<file path="config.mk">
export PLATFORM = sky130hd
export DESIGN_NAME = mem_port_arbiter
export DESIGN_NICKNAME = d
export VERILOG_FILES = /design/src/rtl/mem_port_arbiter.sv
export SDC_FILE = /design/constraint.sdc
export NUM_CORES = 1
export LEC_CHECK = 0
export ABC_AREA = 0
export CAP_MARGIN = 10
export CORE_AREA = 2 2 110 112
export DETAILED_ROUTE_END_ITERATION = 8
export DIE_AREA = 0 0 112 114
export PLACE_DENSITY = 0.76
export SLEW_MARGIN = 30
export SYNTH_ARGS = -nofsm -noshare
export SYNTH_HDL_FRONTEND = slang
export SYNTH_SLANG_ARGS = --single-unit
</file>
<file path="constraint.sdc">
create_clock -name clk -period 2.02 [get_ports clk]
set_input_delay 0.404 -clock clk [delete_from_list [all_inputs] [get_ports clk]]
set_output_delay 0.404 -clock clk [all_outputs]
set_load 0.01 [all_outputs]
</file>
<file path="src/rtl/mem_port_arbiter.sv">
// Shares one memory port between instruction fetch and data access using round-robin arbitration, one access at a time.
// Latency: a request sampled in IDLE at edge N gets rvalid in cycle N+MEM_LAT+1; at most one access per MEM_LAT+2 cycles.
// Backpressure: each requester holds req and its inputs until rvalid; gnt only pulses in IDLE.
package mem_port_arbiter_pkg;
    typedef enum logic [2:0] {
        ENONE  = 3'd0,
        EALIGN = 3'd1,
        EBUS   = 3'd2,
        EPERM  = 3'd3
    } errno_e;

    typedef enum logic [2:0] {
        DT_B  = 3'd0,
        DT_H  = 3'd1,
        DT_W  = 3'd2,
        DT_BU = 3'd3,
        DT_HU = 3'd4
    } mem_dt_e;
endpackage

module mem_port_arbiter
    import mem_port_arbiter_pkg::*;
#(
    parameter int MEM_LAT = 1
) (
    input  logic        clk,
    input  logic        rst,
    input  logic        i_req,
    input  logic [31:0] i_addr,
    output logic        i_gnt,
    output logic        i_rvalid,
    output logic [31:0] i_rdata,
    output errno_e      i_err,
    input  logic        d_req,
    input  logic [31:0] d_addr,
    input  logic        d_we,
    input  logic [31:0] d_wd,
    input  mem_dt_e     d_dt,
    output logic        d_gnt,
    output logic        d_rvalid,
    output logic [31:0] d_rdata,
    output errno_e      d_err,
    output logic        m_en,
    output logic [31:0] m_addr,
    output logic        m_we,
    output logic [31:0] m_wd,
    output mem_dt_e     m_dt,
    input  logic [31:0] m_rd,
    input  errno_e      m_err
);
    localparam int   CW    = $clog2(MEM_LAT + 1);
    localparam logic FETCH = 1'b0;
    localparam logic DATA  = 1'b1;

    typedef enum logic [1:0] {IDLE, ACC, RESP} state_e;

    state_e        state, state_nxt;
    logic          sel, last, pick, any_req;
    logic [CW-1:0] cnt;
    logic          cnt_zero;

    assign any_req  = i_req | d_req;
    // On a tie the requester that did not win last time goes next.
    assign pick     = i_req ? (d_req ? ~last : FETCH) : DATA;
    assign cnt_zero = (cnt == '0);

    always_ff @(posedge clk or negedge rst) begin
        if (!rst) state <= IDLE;
        else      state <= state_nxt;
    end

    always_comb begin
        state_nxt = state;
        i_gnt     = 1'b0;
        d_gnt     = 1'b0;
        i_rvalid  = 1'b0;
        d_rvalid  = 1'b0;
        m_en      = 1'b0;
        m_we      = 1'b0;
        m_addr    = '0;
        m_wd      = '0;
        m_dt      = DT_W;
        case (state)
            IDLE: begin
                if (any_req) begin
                    i_gnt     = (pick == FETCH);
                    d_gnt     = (pick == DATA);
                    state_nxt = ACC;
                end
            end
            ACC: begin
                m_en = 1'b1;
                if (sel == DATA) begin
                    m_addr = d_addr;
                    m_dt   = d_dt;
                    m_wd   = d_wd;
                    // Strobe only in the last access cycle so a store commits once.
                    m_we   = d_we & cnt_zero;
                end else begin
                    m_addr = i_addr;
                end
                if (cnt_zero) state_nxt = RESP;
            end
            RESP: begin
                i_rvalid  = (sel == FETCH);
                d_rvalid  = (sel == DATA);
                state_nxt = IDLE;
            end
            default: state_nxt = IDLE;
        endcase
    end

    always_ff @(posedge clk or negedge rst) begin
        if (!rst) begin
            sel     <= FETCH;
            last    <= DATA;
            cnt     <= '0;
            i_rdata <= '0;
            i_err   <= ENONE;
            d_rdata <= '0;
            d_err   <= ENONE;
        end else begin
            case (state)
                IDLE: begin
                    if (any_req) begin
                        sel  <= pick;
                        last <= pick;
                        cnt  <= CW'(MEM_LAT - 1);
                    end
                end
                ACC: begin
                    if (!cnt_zero) begin
                        cnt <= cnt - CW'(1);
                    end else if (sel == DATA) begin
                        // Stores report status only; load data stays as it was.
                        if (!d_we) d_rdata <= m_rd;
                        d_err <= m_err;
                    end else begin
                        i_rdata <= m_rd;
                        i_err   <= m_err;
                    end
                end
                default: ;
            endcase
        end
    end
endmodule

</file>
==> summary.txt, run 1 <==
Global route
  – First-pass GRT wire length: 21,160 um
  – Initial antenna violation count: 0
  – Largest net degree at the start of global routing: 75
  – Number of global-route vias before repair: between 3,000 and 4,000
  – Grt ovf: 0
  – Met1 Track Usage GR: 0.2368
  – Met2 Usage GRT: 0.3859
  – Gr busiest metal: met2
  – M3 GR Usage: 0.06270
  – All-layer global routing usage: 0.2136

Timing
  – Final WS setup: between 30 and 40 ps
  – Max Slew Vio Count: 0
  – Slew @ Worst Pin: slightly below 400 ps
  – RSZ-0062 raised after global routing: yes
  – Final setup fails: 0
  – Fin crit share: 0.9828
  – Final Hold Fails: 0
  – Clock skew: between 2 and 3 ps
  – Fmax achieved: a little over 500 MHz
  – Slew margin rel.: 0.7398
  – Setup TNS: 0 ps
  – Hold Slack: 86.82 ps
  – Tmin final: slightly below 2000 ps

Synth
  – Netlist cell types: 27
  – Count leader, synth: dfrtp_1
  – Synth Area per Inst: 12.57 um^2
  – Synth area leader: dfrtp_1
  – Post-Synthesis Cells: between 200 and 300
  – Syn_nets: around 430
  – Largest family of logic cells by synthesized area: multiplexers
  – Ys Warns: 0
  – Seq cells post-synth: 74
  – Yosys top cell area share: 0.5062
  – Synth top area cells: dfrtp_1, mux2_2, mux2i_1
  – Post-Syn Area: around 3600 um^2
  – Sequential area share after synthesis: 0.5135
  – Compound-Gate Fraction of Synth Area: 0.009015
  – Synth Area in Adders: 0
  – Commonest cells post-synth: dfrtp_1, mux2_2, and3_1
  – Post-synthesis mux area share: 0.3083
  – Post-Synth Simple-Gate Area: 0.1224
  – XOR/XNOR Fraction of Synth Area: 0
  – Commonest register cell after synthesis: dfrtp_1
  – Post-synth EDFFs: 0
  – FFs w/ async S/R, synth: 1.000

Floorplan
  – Initial Util: 0.3081
  – Chip height: roughly 110 um
  – IO Count: 282
  – Die width: 112 um
  – Core box area: 11,710 um^2
  – Std-Cell Rows: 40
  – DIE AREA: roughly 13,000 um^2

CTS
  – CTS tree: done
  – CTS Buffer Depth: 2
  – Skew-Pair Late Insertion Delay: around 330 ps
  – Clock sink count: 74
  – Inserted Clock Buffers: 9
  – H-tree Lvls: 3
  – Root buf cell: clkbuf_16
  – CTS clk-pin slew, worst paths: approximately 60 ps

Run
  – Max Cap Viol: 0

Status
  – Status: completed

Place
  – Placed cells: ~700
  – Placed instance area: between 6000 and 7000 um^2
  – Pre-CTS setup slack: -448.8 ps
  – IO buf count: 281
  – DP HPWL: 10,720 um
  – Final GP Congestion: around 0.86

Pwr
  – Maximum vdd drop: approximately 0.84 mV
  – Leakage: 3.199 nW
  – Pwr dens: approximately 1500 nW/um^2
  – Total chip power: 10.37 mW

Routing
  – Vias: about 3,500
  – Detailed Routing Iterations Pass 1: 4
  – Vias/cell: ~4.7
  – DRT iter0 DRCs: 134
  – Post-DRT Antenna Nets: 0
  – WL per Instance: roughly 20 um
  – # DRC: 0
  – Final WL: roughly 14,000 um

Hold path
  – Hold WC Path Type: in -> async

Layout
  – # diodes: 0
  – Area Overhead vs Synth: 92.68%
  – Post-Layout Cell Count: approximately 740
  – Fin nets: 723
  – Finished Cell Area: around 7000 um^2
  – Post-layout util: 0.5937
  – Share of post-route cells with drive strength above 1: 0.3107

Setup path
  – Startpoint type of the worst setup path: register
  – Max incr delay on CP: around 470 ps
  – CP max FO: 14
  – FF-to-FF End: d_rdata[4]$_DFFE_PN0P_
  – Setup CP Type: reg -> out
  – Worst-path cell chain: buf_12 -> buf_16 -> mux2i_1 -> nor2_1 -> clkdlybuf4s15_1
  – FF-to-FF path depth: 5
  – Reg2reg setup slack: between 200 and 300 ps
  – Slowest stage cell on the critical path: dfrtp_2
  – CP endpoint kind: primary output
  – Worst path required time: about 1600 ps
  – FF-to-FF Start: state[1]$_DFFE_PN0P_
  – CP arrival: 1580 ps
## worst max-delay path: cells and delay by family, from the launching register on
kind | cells | cell delay [ps]
simple gates | 1 | 110
mux | 1 | 120
flops | 1 | 470
buf+inv | 3 | 560
## power breakdown
part,switching [mW],internal [mW]
clock network,0.591,1.05
registers,0.449,2.27
logic,2.44,3.57
## final cells by class
type / instances / area (um^2)
sequential: 74 / 1857
tap: 147 / 183.9
multi-input combinational: 186 / 1614
clock buffer: 12 / 266.5
clock inverter: 4 / 48.80
fill: 995 / 4758
timing repair buffer: 310 / 2967
inverter: 3 / 16.27
## how the worst max path moves through the flow
stage                                    start          to  slack, ps  cells after the start
after detailed placement                 i_req       i_gnt       -450                      4
after floorplan           state[1]$_DFFE_PN0P_    m_wd[10]        340                      6
final                          sel$_DFFE_PN0P_   m_addr[2]         30                      5
after global routing           sel$_DFFE_PN0P_     m_dt[1]        -20                      5
after CTS                      sel$_DFFE_PN0P_  m_addr[15]        -60                      4
after global placement                   i_req       i_gnt       -450                      4
## timing repair
action / 4_1_cts / 5_1_grt
buffers inserted: 3 / 4
hold buffers: 0 / 0
pin swaps: 0 / 1
resized for setup: 147 / 94
cloned: 2 / 3
setup endpoints to repair: 73 / 48
## placed cells by master, fill, tap and decap left out, types with 2 or more instances in the layout
cell type | synthesis | routed
dfrtp_2 | 0 | 3
a21oi_1 | 3 | 2
buf_12 | 0 | 8
inv_1 | 2 | 2
or3b_4 | 0 | 2
clkdlybuf4s50_1 | 0 | 207
clkdlybuf4s15_1 | 0 | 16
mux2_2 | 66 | 66
buf_4 | 2 | 13
clkbuf_2 | 0 | 30
nor2_1 | 33 | 33
mux2i_1 | 32 | 29
buf_6 | 7 | 3
clkbuf_16 | 0 | 12
dfrtp_1 | 73 | 70
clkbuf_8 | 0 | 3
clkinv_2 | 0 | 2
mux2_1 | 3 | 3
buf_2 | 6 | 25
mux2i_2 | 0 | 3
and3_1 | 35 | 35
dlygate4sd2_1 | 0 | 2
## sequential cells by signal (all words and copies together) (netlist names)
signal / cells
state: 2
i_err: 3
d_rdata: 32
i_rdata: 32
last: 1
d_err: 3
sel: 1
## metal layers
layer	part of all wire	up-vias
li1	-	1604
met1	0.38	1673
met2	0.52	163
met3	0.076	21
met4	0.018	0
met5	0	-
## kinds of logic after synthesis
logic type	Yosys count
and+or+nand+nor	79
muxes	102
buffers and inverters	27
AOI/OAI and AO/OA	5
DFF	74
No activity file was read; power rests on OpenSTA's default activity.
==> run 2: changes to the inputs <==
Settings changed: CTS_CLUSTER_SIZE from default to 24, DONT_BUFFER_PORTS from default to 1, PLACE_DENSITY 0.76 to default, SLEW_MARGIN 30 to default.
==> run 2 against run 1 <==
  * Final cell count is 39% lower
  * Global-route usage decreased by 5.1 points
  * The run now ends with negative hold slack left
  * Maximum frequency increased by 2.3%
  * Routed wire length decreased by 23%
  * Clock-buffer cell count up 1
  * Critical endpoint is now m_addr[18]
  * Non-clock buffer count down 286
  * Clock skew is essentially flat
  * First-iteration DRC count up 14%
==> summary.txt, run 2 (synthesis gave the netlist of run 1 again) <==
Routing
  – WL per Instance: roughly 25 um
  – Vias/cell: 5.254
  – # DRC: 0
  – Final WL: 11,120 um
  – Post-DRT Antenna Nets: 0
  – Vias: between 2,000 and 2,500
  – DRT iter0 DRCs: between 150 and 200
  – Detailed Routing Iterations Pass 1: 4

Global route
  – Met2 Usage GRT: 0.2655
  – Largest net degree at the start of global routing: 75
  – Gr busiest metal: met2
  – All-layer global routing usage: 0.1624
  – First-pass GRT wire length: 15,150 um
  – Grt ovf: 0
  – Number of global-route vias before repair: 2,434
  – Initial antenna violation count: 1
  – M3 GR Usage: 0.1259
  – Met1 Track Usage GR: 0.1637

Pwr
  – Gate power share: 0.391
  – Sequential power share: 0.424
  – Clk pwr share: 0.186
  – Switching share of power: 0.3818
  – Leakage: 1.927 nW
  – Internal power: between 4 and 5 mW
  – Sw power: between 2 and 3 mW
  – Maximum vdd drop: 0.7004 mV
  – Pwr dens: between 1500 and 2000 nW/um^2

Timing
  – Max Slew Vio Count: 0
  – Tmin final: 1940 ps
  – Fmax achieved: 515.5 MHz
  – Clock skew: ~2.9 ps
  – Final setup fails: 0
  – Slew margin rel.: 0.6977
  – Slew @ Worst Pin: around 450 ps
  – Fin crit share: 0.9604
  – Final Hold Fails: 74
  – Hold Slack: -226.0 ps
  – Setup TNS: 0 ps
  – RSZ-0062 raised after global routing: no

Setup path
  – CP endpoint kind: primary output
  – Reg2reg setup slack: approximately 420 ps
  – Critical path depth in cells: 4
  – Worst setup path startpoint: sel$_DFFE_PN0P_
  – Startpoint type of the worst setup path: register
  – CP max FO: 22
  – Max incr delay on CP: 430 ps
  – CP top delay family: buffers and inverters
  – FF-to-FF End: i_err[2]$_DFFE_PN0P_
  – Worst path bufs/invs: 2
  – FF-to-FF path depth: 3
  – Worst Setup EP: m_addr[18]
  – Worst path required time: around 1600 ps
  – CP arrival: between 1500 and 2000 ps
  – Slowest stage cell on the critical path: dfrtp_2
  – Setup CP Type: reg -> out
  – FF-to-FF Start: state[0]$_DFFE_PN0P_
  – Worst-path cell chain: buf_4 -> bufbuf_16 -> mux2i_1 -> nor2_1

Layout
  – Most frequent cells in the layout: dfrtp_1, mux2_2, and3_1, nor2_1, mux2i_1
  – Fin nets: 437
  – Share of post-route cells with drive strength above 1: 0.3933
  – Fill count: 1,175
  – Area Overhead vs Synth: 15.81%
  – Most common cell after layout, fill and taps aside: dfrtp_1
  – Multi-input logic area: 1617 um^2
  – Register area: 1856 um^2
  – Biggest regs: d_rdata x32, i_rdata x32
  – Post-Layout Cell Count: roughly 450

Floorplan
  – Chip height: 114 um
  – IO Count: about 280
  – DIE AREA: ~13,000 um^2
  – Initial Util: 0.3081
  – Die width: approximately 110 um
  – Core box area: around 12,000 um^2
  – Std-Cell Rows: 40

CTS
  – Root buf cell: clkbuf_16
  – Inserted Clock Buffers: 9
  – Clock sink count: 74
  – CTS Buffer Depth: 2
  – Skew-Pair Late Insertion Delay: about 320 ps
  – CTS clk-pin slew, worst paths: 50 ps
  – CTS tree: done
  – H-tree Lvls: 3

Place
  – Final GP Congestion: 0.8180
  – Placed cells: about 430
  – DP HPWL: roughly 8600 um
  – IO buf count: 0

Hold path
  – Hold WC Path Type: in -> async

Run
  – Max Cap Viol: 0

Status
  – Status: complete, but fails checks
  – Failing checks: negative hold slack
-- run 2: changes by cell type in the layout (fill, tap and decap cells not counted), moves of 3 or more --
cell and delta:
buf_12 -5, buf_2 -25, buf_4 +6, clkbuf_16 -3, clkbuf_2 -30, clkdlybuf4s15_1 -16, clkdlybuf4s50_1 -207
-- run 2: layer usage --
layer / part of all wire / vias to the layer above
met3: 0.18 / 9
met1: 0.33 / 1150
met5: 0 / -
li1: - / 1024
met4: 0.0088 / 0
met2: 0.49 / 171
-- run 2: what timing repair did --
action / 4_1_cts / 5_1_grt
resized for setup: 10 / 1
hold endpoints to repair: 74 / 74
setup buffers: 2 / 0
setup endpoints to repair: 66 / 12
gates cloned: 1 / 0
-- run 2: power groups by stage --
stage	clock [mW]	sequential [mW]	combinational [mW]
floorplan	0	2.97	2.30
global placement	0	3.22	2.70
detailed placement	0	3.23	2.80
CTS	1.45	3.22	3.00
global route	1.51	3.30	3.20
finish	1.40	3.20	2.95
-- run 2: final cells by class --
class                           instances  area share
Sequential cell                        74      0.4440
Multi-Input combinational cell        186      0.3868
Clock buffer                           13     0.06228
Timing Repair Buffer                   24     0.05898
Tap cell                              147     0.04401
Inverter                                3    0.003293
Antenna cell                            1   0.0005988
-- run 2: metrics by stage --
stage                     hold WS (ps)  worst slack, ps  total power, mW  instance area, um^2  utilization
final                           -226.0            79.95            7.549                 4179       0.3568
after global routing            -248.5            11.86            8.006                 4177       0.3566
after CTS                       -244.8            25.48            7.671                 4175       0.3565
after detailed placement         110.0            224.0            6.031                 3831       0.3271
after global placement           110.3            239.5            5.924                 3831       0.3271
after floorplan                  108.4            342.6            5.267                 3608            -
-- run 2: worst min-delay path by stage --
| stage | startpoint | endpoint | slack, ps |
|---|---|---|---|
| final | rst | i_rdata[21]$_DFFE_PN0P_ | -230 |
| after global routing | rst | i_rdata[23]$_DFFE_PN0P_ | -250 |
| after CTS | rst | i_rdata[23]$_DFFE_PN0P_ | -240 |
| after detailed placement | rst | d_rdata[1]$_DFFE_PN0P_ | 110 |
| after global placement | rst | d_rdata[1]$_DFFE_PN0P_ | 110 |
| after floorplan | rst | d_err[0]$_DFFE_PN0P_ | 110 |
==> run 3: changes to the inputs <==
Settings changed: CORE_AREA 2 2 110 112 to 2 2 108 110, DIE_AREA 0 0 112 114 to 0 0 110 112.
==> run 3 against run 2 <==
  * The run still ends with negative hold slack left
  * Utilization grew 1.2 points
  * Clock power grew 23%
  * Worst setup slack lost 20 ps
  * Largest cell class unchanged
  * Sequential cell count is the same
  * Die area shrank 3.5%
  * First-iteration DRC count shrank 22%
  * Largest power group unchanged
  * Critical path depth shrank 2
  * Highest routed layer unchanged
  * Critical path type unchanged
==> summary.txt, run 3 (synthesis gave the netlist of run 1 again) <==
Setup path
  – Setup CP Type: reg -> out
  – Worst-path cell chain: or3b_2 -> a21oi_1
  – Startpoint type of the worst setup path: register
  – CP max FO: 10
  – CP endpoint kind: primary output
  – CP arrival: about 1600 ps
  – Max incr delay on CP: approximately 500 ps
  – FF-to-FF path depth: 3
  – Reg2reg setup slack: between 400 and 500 ps
  – Worst path required time: ~1600 ps
  – Slowest stage cell on the critical path: or3b_2
  – FF-to-FF Start: sel$_DFFE_PN0P_
  – CP top delay family: simple AND/OR/NAND/NOR gates
  – FF-to-FF End: i_rdata[22]$_DFFE_PN0P_
  – Worst path bufs/invs: 0

Routing
  – Detailed Routing Iterations Pass 1: 4
  – Met2 wire len: 5568 um
  – Met1 Wirelength: 3366 um
  – WL met3: around 1500 um
  – Max Used Layer: met4
  – Final WL: around 11,000 um
  – Vias/cell: around 5.3
  – Post-DRT Antenna Nets: 0
  – Vias: roughly 2,300
  – DRT iter0 DRCs: 119
  – WL per Instance: around 24 um
  – # DRC: 0

Floorplan
  – Core box area: approximately 11,000 um^2
  – IO Count: about 280
  – Chip height: approximately 110 um
  – Die width: ~110 um
  – DIE AREA: ~12,000 um^2
  – Std-Cell Rows: 39
  – Initial Util: 0.3229

Global route
  – Number of global-route vias before repair: 2,290
  – First-pass GRT wire length: 14,160 um
  – Grt ovf: 0
  – All-layer global routing usage: 0.1594
  – Initial antenna violation count: 6
  – Largest net degree at the start of global routing: between 70 and 80

Layout
  – Most common cell after layout, fill and taps aside: dfrtp_1
  – Share of post-route cells with drive strength above 1: 0.3596
  – Fin nets: approximately 430
  – Finished Cell Area: between 4000 and 5000 um^2
  – Most frequent cells in the layout: dfrtp_1, mux2_2, and3_1, nor2_1, mux2i_1
  – Area Overhead vs Synth: 14.11%
  – Biggest regs: d_rdata x32, i_rdata x32

Pwr
  – Clk pwr share: 0.228
  – Sequential power share: 0.432
  – Leakage: between 1.5 and 2 nW
  – Gate power share: 0.339
  – Switching share of power: 0.3733
  – Maximum vdd drop: ~0.78 mV
  – Sw power: roughly 2.8 mW
  – Pwr dens: between 1500 and 2000 nW/um^2
  – Internal power: about 4.7 mW

Timing
  – Max Slew Vio Count: 0
  – Final setup fails: 0
  – Final WS setup: between 60 and 70 ps
  – Tmin final: 1960 ps
  – Slew @ Worst Pin: just over 300 ps
  – Slew margin rel.: 0.7934
  – Hold Slack: -228.3 ps
  – Fin crit share: 0.9702
  – Fmax achieved: 510.2 MHz
  – RSZ-0062 raised after global routing: yes
  – Final Hold Fails: 74
  – Clock skew: around 5.6 ps

CTS
  – Postcts setup bufs: 0
  – Clock sink count: 74
  – Skew-Pair Late Insertion Delay: approximately 330 ps
  – CTS clk-pin slew, worst paths: approximately 50 ps
  – CTS Buffer Depth: 2
  – Root buf cell: clkbuf_16
  – CTS tree: done
  – Inserted Clock Buffers: 9
  – H-tree Lvls: 3

Place
  – DP HPWL: around 8100 um
  – Final GP Congestion: 0.7292
  – Placed instance area: ~3800 um^2
  – Pre-CTS setup slack: between 200 and 250 ps
  – IO buf count: 0

Status
  – Status: complete, but fails checks
  – Failing checks: negative hold slack

Run
  – Max Cap Viol: 0

Hold path
  – Hold WC Path Type: in -> async
==> run 3: final cells by class <==
type                    instances  area (um^2)
diodes                          5        12.51
repair buffers                 13        126.4
multi-input cells             186         1598
clock buffers                  12        256.5
well taps                     143        178.9
inverters                       3        13.76
flip-flops and latches         74         1858
fillers                      1067         7057
clock inverters                 4        73.82
==> run 3: what timing repair did <==
action                                  4_1_cts  5_1_grt
endpoints found under the setup margin       37       50
endpoints found under the hold margin        74       74
gates resized for setup                       4        2
cloned                                        0        0
==> run 3: how the worst max path moves through the flow <==
stage                    startpoint          to  slack (ps)  cells after the start
2_1_floorplan  state[1]$_DFFE_PN0P_    m_wd[10]         340                      6
3_3_place_gp   state[1]$_DFFE_PN0P_       d_gnt         250                      2
3_5_place_dp   state[1]$_DFFE_PN0P_       d_gnt         230                      2
4_1_cts        state[1]$_DFFE_PN0P_       d_gnt          10                      2
5_1_grt             sel$_DFFE_PN0P_  m_addr[22]         -20                      3
6_report       state[1]$_DFFE_PN0P_       i_gnt          60                      2
==> run 3: power by group through the flow <==
stage / Clock [mW] / Combinational (mW) / Sequential, mW
floorplan: 0 / 2.30 / 2.97
global placement: 0 / 2.48 / 3.27
detailed placement: 0 / 2.57 / 3.27
CTS: 1.77 / 2.58 / 3.28
global route: 1.82 / 2.77 / 3.38
finish: 1.72 / 2.56 / 3.26
==> run 3: layer usage <==
metal | vias up | GRT usage
li1 | 1017 | -
met1 | 1125 | 0.1495
met2 | 158 | 0.2838
met3 | 14 | 0.09133
met4 | 0 | 0.05485
met5 | - | 0
==> run 3: stage by stage <==
stage	instances	util	total power, mW	hold slack [ps]	TNS (ps)
after floorplan	287	-	5.267	108.4	0
after global placement	419	0.3359	5.746	110.1	0
after detailed placement	419	0.3359	5.837	110.1	0
after CTS	435	0.3666	7.622	-245.7	0
after global routing	440	0.3685	7.962	-249.6	-147.3
final	440	0.3685	7.536	-228.3	0
==> patch, RTL diff (settings of run 3) <==
`MEM_LAT`: 1 -> 2. Comments in the files are not updated.
--- a/src/rtl/mem_port_arbiter.sv
+++ b/src/rtl/mem_port_arbiter.sv
@@ -23,3 +23,3 @@
 #(
-    parameter int MEM_LAT = 1
+    parameter int MEM_LAT = 2
 ) (
Formal check against the unedited RTL: not equivalent (Yosys sat finds a counterexample within 4 cycles, from zero or initial values and one cycle with rst low).
==> patch against run 3 <==
The flow still finishes with violations (hold timing); register-to-register slack worse by 0.11 ns; largest power group is now combinational logic; setup slack worse by 0.0013 ns; synthesized cell count up 3.5%; highest routed layer is now met5; total power up 10%; synthesized area up 2.5%; critical path depth up 2; cell area up 6.1%; routed wire length up 13%; first-iteration DRC count up 100%; critical endpoint is now m_wd[3]; critical path type unchanged; sequential cell count up 2; largest cell class unchanged; die area unchanged.
==> patch: results (changes against run 3) <==
----------------------------------------------------
[Run status]
  Status ... complete, but fails checks
  Failing checks ... hold timing

[Clocking]
  Clock slew seen by the registers of the worst setup and hold paths ... about 0.060 ns
  CTS root buffer ... clkbuf_16
  Clk Latency, worst-skew pair ... 0.33 ns (about the same)
  CTS buffer count ... 9 (unchanged)
  Number of buffers on the longest clock path ... 2 (unchanged)
  H-tree levels ... 3 (unchanged)

[Power and ir drop]
  Maximum vdd ir drop ... 0.8262 mV (+5.9%)
  Leak pwr ... 0.002045 uW (+8.2%)

[Route]
  Met3 layer wire length in the routed design ... 1694 um (+13%)
  Top Metal Used ... met5
  First drt pass iteration count ... 4 (unchanged)
  Via Count ... 2,471 (+6.8%)
  Initial DRC Count ... 242 (+100%)
  Drt wl/cell ... 25.37 um (+5.7%)
  Post-route met1 wirelength ... 3755 um (+12%)
  Met2 wire len ... 6117 um (+9.9%)

[Worst setup path]
  Endpoint arrival time on the critical path ... 1.56 ns (about the same)
  Largest fanout of any net on the critical path ... 18 (+8)

[GRT]
  Overall global routing resource usage ... 18.55% (+2.6 points)
  Vias in the first global route ... 2,570 (+12%)
  Pin count of the biggest net entering global routing ... 77 (+2.7%)
  Antenna violations before repair ... 20 (+14)
  Global-route wire length before repair ... 16,320 um (+15%)

[Final layout]
  Final layout net count ... 451 (+5.9%)
  Top Registers ... d_rdata x32, i_rdata x32
  Layout cells sized above 1 ... 37.90% (+1.9 points)
  Filler cell count in the final layout ... 1,078 (+1.0%)

[STA]
  Setup Skew ... 0.003249 ns (-0.002333 ns)
  Final hold viol count ... 76 (+2.7%)
  Worst hold-check slack ... -0.2332 ns (-0.004967 ns)
  Worst rel slew slack ... 66.01% (-13 points)

[Logic synthesis]
  Largest cells by area after synthesis ... dfrtp_1 (51%), mux2_2 (21%), mux2i_1 (8.7%)
  Count of distinct cell types in the synthesized netlist ... 27 (unchanged)
  Synth top cells by count ... dfrtp_1 (75), mux2_2 (69), and3_1 (35), nor2_1 (35), mux2i_1 (32)
  Synthesized Nets ... 438 (+2.8%)
  Share of synthesized area occupied by flip-flops and latches ... 51.45% (+0.10 points)
  Count of yosys warnings during synthesis ... 0 (unchanged)
  Share of flip-flops with an asynchronous set or reset ... 100.0% (unchanged)

[Placement]
  Post-DP HPWL ... 9386 um (+16%)
  Number of buffer cells added on primary ports ... 0 (unchanged)
  Routability congestion estimate ... 0.8995 (+23%)

[Hold path]
  Classification of the worst-slack hold path ... primary input to asynchronous set/reset pin

----------------------------------------------------
patch: power by group:
part | internal [uW] | total, uW | leakage [uW] | switching [uW]
sequential | 2310 | 3230 | 0.000912 | 924
clock | 1110 | 1690 | 0.000156 | 586
combinational | 1660 | 3380 | 0.000977 | 1720
patch: what timing repair did:
action,in CTS,in global routing
cloned,1,1
setup buffers,1,0
hold endpoints to repair,76,76
setup endpoints to repair,28,15
resized for setup,6,3
pin swaps,0,0
patch: worst paths after layout:
path / from / end / slack [ns] / cells after the start
max in group asynchronous: rst / last$_DFFE_PN1P_ / 2.06 / 0
min: rst / d_rdata[31]$_DFFE_PN0P_ / -0.23 / 0
min reg2reg: cnt[1]$_DFFE_PN0P_ / cnt[1]$_DFFE_PN0P_ / 0.52 / 1
max reg2reg: state[1]$_DFFE_PN0P_ / d_rdata[12]$_DFFE_PN0P_ / 0.30 / 5
max: state[1]$_DFFE_PN0P_ / m_wd[3] / 0.06 / 4
min in group clk: i_req / last$_DFFE_PN1P_ / 0.15 / 1
patch: metrics by stage:
step | instances | total power, uW | setup WS [ns] | instance area (um^2) | utilization (%)
detailed placement | 439 | 6487 | 0.2634 | 3934 | 35.20
CTS | 456 | 8345 | 0.01436 | 4305 | 38.53
global route | 467 | 8812 | 0.003009 | 4363 | 39.04
global placement | 439 | 6351 | 0.2922 | 3934 | 35.20
floorplan | 297 | 5539 | 0.2413 | 3699 | -
finish | 470 | 8308 | 0.05885 | 4370 | 39.11
patch: area by class of cell:
cell class                 count  area share (%)
clock inverter                 4           1.689
tap                          143           4.094
timing repair buffer          25           6.298
clock buffer                  11           5.554
sequential                    76           43.57
multi-input combinational    194           37.70
antenna                       13          0.7443
inverter                       4          0.3435
patch: kinds of logic (layout without fill, tap and decap cells):
logic type,count (synthesis),count (layout),synth area share (%)
AO/OA/AOI/OAI,6,6,0.9136
adder cells (fa/ha/maj),2,2,0.6765
buffers and inverters,27,44,4.398
flip-flops,76,76,51.45
multiplexers,104,104,30.58
other,0,13,0
AND/OR/NAND/NOR,82,82,11.98
patch: per-layer routing:
layer	up-vias	GRT usage, %
met5	-	0
met4	12	7.089
li1	1084	-
met3	26	11.89
met1	1186	16.93
met2	163	32.35
patch: critical path, stage by stage, from the launching register on:
cell and delay (ns):
dfrtp_1 0.40, nand2b_2 0.25, inv_2 0.10, buf_4 0.21, and3_1 0.26
